## config.mk

```make
export PLATFORM = sky130hd
export DESIGN_NAME = io_column_config_loader
export DESIGN_NICKNAME = d
export VERILOG_FILES = /design/src/rtl/io_column_config_loader.sv
export SDC_FILE = /design/constraint.sdc
export NUM_CORES = 1
export LEC_CHECK = 0
export CAP_MARGIN = 25
export CORE_ASPECT_RATIO = 0.6
export CORE_MARGIN = 2
export CORE_UTILIZATION = 65
export DETAILED_ROUTE_END_ITERATION = 6
export DONT_BUFFER_PORTS = 1
export MAX_ROUTING_LAYER = met4
export PLACE_DENSITY = 0.81
export REMOVE_ABC_BUFFERS = 1
export SYNTH_ARGS = -nofsm -noshare
export SYNTH_HDL_FRONTEND = slang
export SYNTH_SLANG_ARGS = --single-unit
```

## constraint.sdc

```tcl
create_clock -name clock -period 4.2 [get_ports clock]
set_clock_uncertainty 0.2 [all_clocks]
set_input_delay 0.84 -clock clock [delete_from_list [all_inputs] [get_ports clock]]
set_output_delay 0.84 -clock clock [all_outputs]
set_load 0.005 [all_outputs]
```

## src/rtl/io_column_config_loader.sv

```systemverilog
`default_nettype none
// ============================================================================
// io_column_config_loader : streams config words into a shadow register and
// commits the complete image atomically to the IO column. Rev 1.0
// ============================================================================
module io_column_config_loader #(
  parameter int CONFIG_WIDTH = 72,
  parameter int WORD_WIDTH   = 8
) (
  input  logic                    clock,
  input  logic                    nreset,
  input  logic                    start,
  input  logic                    in_valid,
  output logic                    in_ready,
  input  logic [WORD_WIDTH-1:0]   in_data,
  output logic                    busy,
  output logic                    done,
  output logic                    config_valid,
  output logic [CONFIG_WIDTH-1:0] config_out
);

  localparam int NUM_WORDS = CONFIG_WIDTH / WORD_WIDTH;
  localparam int CNT_W     = (NUM_WORDS > 1) ? $clog2(NUM_WORDS) : 1;
  localparam logic [CNT_W-1:0] C_LAST_WORD = CNT_W'(NUM_WORDS - 1);

  generate
    if (CONFIG_WIDTH % WORD_WIDTH != 0) begin : g_bad_width
      $error("CONFIG_WIDTH must be an integer multiple of WORD_WIDTH");
    end
  endgenerate

  typedef enum logic [1:0] {
    S_IDLE   = 2'd0,
    S_LOAD   = 2'd1,
    S_COMMIT = 2'd2,
    S_DONE   = 2'd3
  } state_t;

  state_t                  state_q, state_d;
  logic [CNT_W-1:0]        cnt_q, cnt_d;
  logic [CONFIG_WIDTH-1:0] shadow_q, shadow_d;
  logic [CONFIG_WIDTH-1:0] config_out_q, config_out_d;
  logic                    config_valid_q, config_valid_d;

  always_ff @(posedge clock) begin
    if (!nreset) begin
      state_q        <= S_IDLE;
      cnt_q          <= '0;
      shadow_q       <= '0;
      config_out_q   <= '0;
      config_valid_q <= 1'b0;
    end else begin
      state_q        <= state_d;
      cnt_q          <= cnt_d;
      shadow_q       <= shadow_d;
      config_out_q   <= config_out_d;
      config_valid_q <= config_valid_d;
    end
  end

  always_comb begin
    state_d        = state_q;
    cnt_d          = cnt_q;
    shadow_d       = shadow_q;
    config_out_d   = config_out_q;
    config_valid_d = config_valid_q;
    case (state_q)
      S_IDLE: begin
        if (start) begin
          state_d  = S_LOAD;
          cnt_d    = '0;
          shadow_d = '0;
        end
      end
      S_LOAD: begin
        if (in_valid) begin
          for (int k = 0; k < NUM_WORDS; k++) begin
            if (cnt_q == CNT_W'(k)) shadow_d[k*WORD_WIDTH +: WORD_WIDTH] = in_data;
          end
          // Counter holds on the last word so it can never wrap.
          if (cnt_q == C_LAST_WORD) state_d = S_COMMIT;
          else                      cnt_d   = cnt_q + CNT_W'(1);
        end
      end
      S_COMMIT: begin
        config_out_d   = shadow_q;
        config_valid_d = 1'b1;
        state_d        = S_DONE;
      end
      S_DONE: begin
        state_d = S_IDLE;
      end
      default: begin
        state_d = S_IDLE;
      end
    endcase
  end

  assign in_ready     = (state_q == S_LOAD);
  assign busy         = (state_q == S_LOAD) || (state_q == S_COMMIT);
  assign done         = (state_q == S_DONE);
  assign config_valid = config_valid_q;
  assign config_out   = config_out_q;

endmodule
`default_nettype wire

```

Word-level counts from Yosys, hierarchy flattened
Index checks and enable logic that the tools add are counted.
- bits in latches: 0
- bits of input ports: 12
- memories kept: 0
- bits in read-only memories: 0
- RAM bits: 0
- register bits after elaboration: 151
- output and inout bits: 76
- eq/ne operators: 23
- multiply operators: 0
- shift-type cells: 0
- add/sub/neg operators: 1
- magnitude comparators: 0
- bitwise operators: 0
- muxes and demuxes: 20
- reduce and logical (&&, ||, !) cells: 15
- div/mod/pow operators: 0
- operator list (operator ; number):
    2-to-1 mux 72 bit ; 2
    one-hot mux 72 bit (2 select lines) ; 1
    2-to-1 mux 8 bit ; 9
    AND reduction 4 bit ; 10
    != test 2 x 1 -> 1 bit (second input constant) ; 9
    == test 4 x 3 -> 1 bit (second input constant) ; 4
    2-to-1 mux 4 bit ; 3
    == test 4 x 2 -> 1 bit (second input constant) ; 2
    one-hot mux 2 bit (4 select lines) ; 1
    one-hot mux 4 bit (2 select lines) ; 1
    2-to-1 mux 2 bit ; 3
    != test 2 bit (second input constant) ; 3
    adder 4 x 1 -> 4 bit (second input constant) ; 1
    == test 2 bit (second input constant) ; 2
    == test 4 x 1 -> 1 bit (second input constant) ; 1
    == test 4 bit (second input constant) ; 1
    zero test 4 bit ; 1
    AND reduction 3 bit ; 1
    == test 2 x 1 -> 1 bit (second input constant) ; 1
    zero test 2 bit ; 1
    nonzero test 2 bit ; 1
    logical OR 1 bit ; 1

Logic depth before layout (Yosys ltp)
- depth after elaboration: 4
- depth in mapped cells: 7
- depth with buffers taken out: 5

Worst setup path before layout
OpenSTA, ideal clock, no wires.
- path kind: input-to-reg
- start: input port in_valid
- end: register shadow_q[0]
- stages: 5
- data arrival time: 1.902 ns
- buffers on the path: 2
- slack: 2.026 ns
- setup time: 0.073 ns
- cells stage by stage: nor2b_1 -> buf_2 -> buf_4 -> a211oi_4 -> mux2i_1
- cells in the longest elaborated chain, start to end: 2
- RTL lines (what ; line ; RTL):
    start, declared ; 13 ; input logic in_valid,
    != test 2 bit (no source line) ; - ;
    AND reduction 4 bit (no source line) ; - ;
    end signal, assigned ; 55 ; shadow_q <= shadow_d;
    end, declared ; 41 ; logic [CONFIG_WIDTH-1:0] shadow_q, shadow_d;
No other way between the ends.
A chain may end at the register's enable or synchronous reset.

Worst setup path in the final report
- start: register state_q[1]
- end: register shadow_q[50]
- cells in the longest elaborated chain, start to end: 3
- elaborated cells on any way between the ends: 8
- classes of those cells: eq/ne: 4; mux: 1; reduce/logical: 3
- RTL lines (what ; line ; RTL):
    start, declared ; 39 ; state_t state_q, state_d;
    start signal, assigned ; 53 ; state_q <= state_d;
    == test 2 x 1 -> 1 bit / zero test 2 bit (equally long branches) ; 67 ; case (state_q)
    != test 2 x 1 -> 1 bit (no source line) (tied with other cells) ; - ;
    AND reduction 4 bit (no source line) ; - ;
Parallel ways exist; a longest one is shown, timed or not.

==> impl_metrics.toml <==
[pwr]
ir_worst_vdd_mv = 0.4313
p_leak_nw = 2.338
power_density_nw_per_um2 = 687.8

[status]
status = "finished, final reports clean"

[logic_synthesis]
syn_avg_cell_area_sq_um = 10.55
yosysWarnings = 0
ys_ff_latch = 151
postSynthCellCount = 545
ys_seq_area_share_pct = 52.57
yosys.area.top_type_share_pct = 52.57
yosysTopAreaCell = "dfxtp_1"
synth_area_sq_um = 5751
synth_area_leaders = "dfxtp_1 53%, mux2i_1 24%, nand2_1 5.7%"
synth_cell_type_count = 31

[grt]
grt_pass1_vias = 3585
grt-ovfl-total = 0
grt.total_usage_pct = 26.29
grt_max_degree = 85
grt_pass1_wl_mm = 19.20
antenna_found_initial = 0

[finish]
diodes = 0
final_common_cell = "dfxtp_1"
layout_common_cells = "151 x dfxtp_1, 137 x mux2i_1, 88 x nand2_1"
fillers = 570
postLayoutCoreUtil_pct = 75.27
syn_to_final_growth_pct = 11.99
postLayoutCellArea_sq_um = 6440
nets = 557
stdcell_count = 661
drive_above_1_share_pct = 9.290

[setup_path]
required_ns = 4.33
r2r_setup_slack_ns = 1.39
worstPathMaxFanout = 15
worst-endpoint-arrival_ns = 2.94
cp-end-kind = "flop"
worstReg2RegEnd = "shadow_q[50]"
ff2ff_path_depth = 6
critPathKind = "flop to flop"
cp-start-kind = "flop"
reg2reg_from = "state_q[1]"

[timing]
rsz0062_at_grt = "no"
timing.slew.headroom_pct = 33.71
fin_hold_ws_ns = 0.2546
final.setup.tns_ns = 0
worst_pin_slew_ns = 0.9943
hold_violations = 0
max_freq_mhz = 355.3
slew_viol_final = 0
setup_viol_count_final = 0
period_needed_ns = 2.815
finalCritPeriodShare_pct = 67.02

[flow_run]
maxCapViolations = 0

[die]
initial_utilization_pct = 67.21
ios = 88
die_y_microns = 76.86
coreArea_sq_um = 8556
rows = 26
dieArea_sq_um = 9640
fp.dieW_microns = 125.4

[hold_path]
hold_start = "shadow_q[53]"
min_to = "shadow_q[53]"
hold_depth = 2
worstHoldPathType = "flop to flop"

[placement]
io_buffers = 0
place_inst = 628
gp_congestion = 0.9132
placed_area_sq_um = 5798
place_hpwl_mm = 7.300

[clock_network]
cts-root-buf = "clkbuf_16"
cts_tree = "yes"
clock-sinks = 151
cts_resized = 0
clk_latency_ns = 0.41
cts.htree.levels = 4
cts_setup_buffers = 0
cts_buffer_depth = 2
numCtsBuffers = 17
postCtsHoldBufs = 0
cts.clk_slew.worst_paths_ns = 0.06

[drt]
ant_nets = 0
drc = 0
firstDrtPassIters = 5
via_count = 3743
drtIter0Drc = 244
viasPerCell = 5.663
routedWlPerCell_microns = 17.78
routed_wl_mm = 11.75
-- registers in the layout, summed over array words and instances (netlist names) --
register,count
cnt_q,4
config_out,72
config_valid,1
shadow_q,72
state_q,2
-- final cells by class --
type | instances | area, sq um | share of cell area, %
Clock buffer | 25 | 525.5 | 8.160
Clock inverter | 7 | 88.84 | 1.379
Inverter | 6 | 22.52 | 0.3497
Multi-Input combinational cell | 355 | 2570 | 39.91
Sequential cell | 151 | 3023 | 46.94
Tap cell | 112 | 140.1 | 2.176
Timing Repair Buffer | 5 | 70.07 | 1.088
-- layer usage --
layer / track usage [%] / vias up / wire length, microns
met5: - / - / 0
met4: 8.000 / 0 / 146
met3: 9.421 / 14 / 741
met2: 37.46 / 113 / 5260
met1: 35.24 / 1787 / 5603
li1: - / 1829 / -
-- synthesized netlist by cell type --
library cell / n
dfxtp_1: 151
mux2i_1: 137
nand2_1: 88
nor2_1: 74
clkbuf_1: 21
buf_2: 9
ha_1: 9
o22ai_1: 9
a211oi_4: 8
inv_1: 6
nand3b_1: 6
a211oi_1: 2
and4b_1: 2
buf_4: 2
nor2b_1: 2
o32ai_1: 2
or3b_1: 2
or3b_4: 2
a2111oi_0: 1
a211oi_2: 1
a221o_1: 1
and2_1: 1
buf_6: 1
mux2i_2: 1
nand2b_1: 1
nand3_1: 1
nand4_1: 1
nor3_1: 1
o311ai_0: 1
o31ai_1: 1
or2_1: 1
-- per-stage QoR --
step                power, mW  setup slack, ns
floorplan               2.697           0.5184
global placement        2.864            1.515
detailed placement      2.900            1.424
CTS                     4.435            1.401
global route            4.604            1.254
finish                  4.430            1.385
-- how the worst max path moves through the flow --
stage / from / to / slack (ns) / depth (start not counted)
after detailed placement: state_q[1] / shadow_q[50] / 1.42 / 6
after global routing: state_q[1] / shadow_q[51] / 1.25 / 6
after global placement: state_q[1] / shadow_q[53] / 1.52 / 6
final: state_q[1] / shadow_q[50] / 1.39 / 6
after CTS: state_q[1] / shadow_q[50] / 1.40 / 6
after floorplan: state_q[0] / state_q[0] / 0.52 / 4
-- cell families after synthesis --
family	after synthesis	synth area share [%]
AND/OR/NAND/NOR	182	13.23
flip-flops	151	52.57
multiplexers	138	24.09
buffers and inverters	39	3.003
AO/OA/AOI/OAI	26	5.157
adder cells (fa/ha/maj)	9	1.958
-- critical path, stage by stage (launching register included) --
cell	delay (ns)
dfxtp_1	0.35
inv_1	0.13
ha_1	0.83
mux2i_2	0.14
buf_4	0.27
a211oi_4	0.53
mux2i_1	0.27
-- where the power goes --
group	switching (mW)	total (mW)	internal [mW]
sequential	0.0869	1.65	1.56
clock	0.553	1.54	0.983
combinational	0.719	1.25	0.530
total	1.36	4.43	3.07
Note: power is estimated with default switching activity, not from simulation.
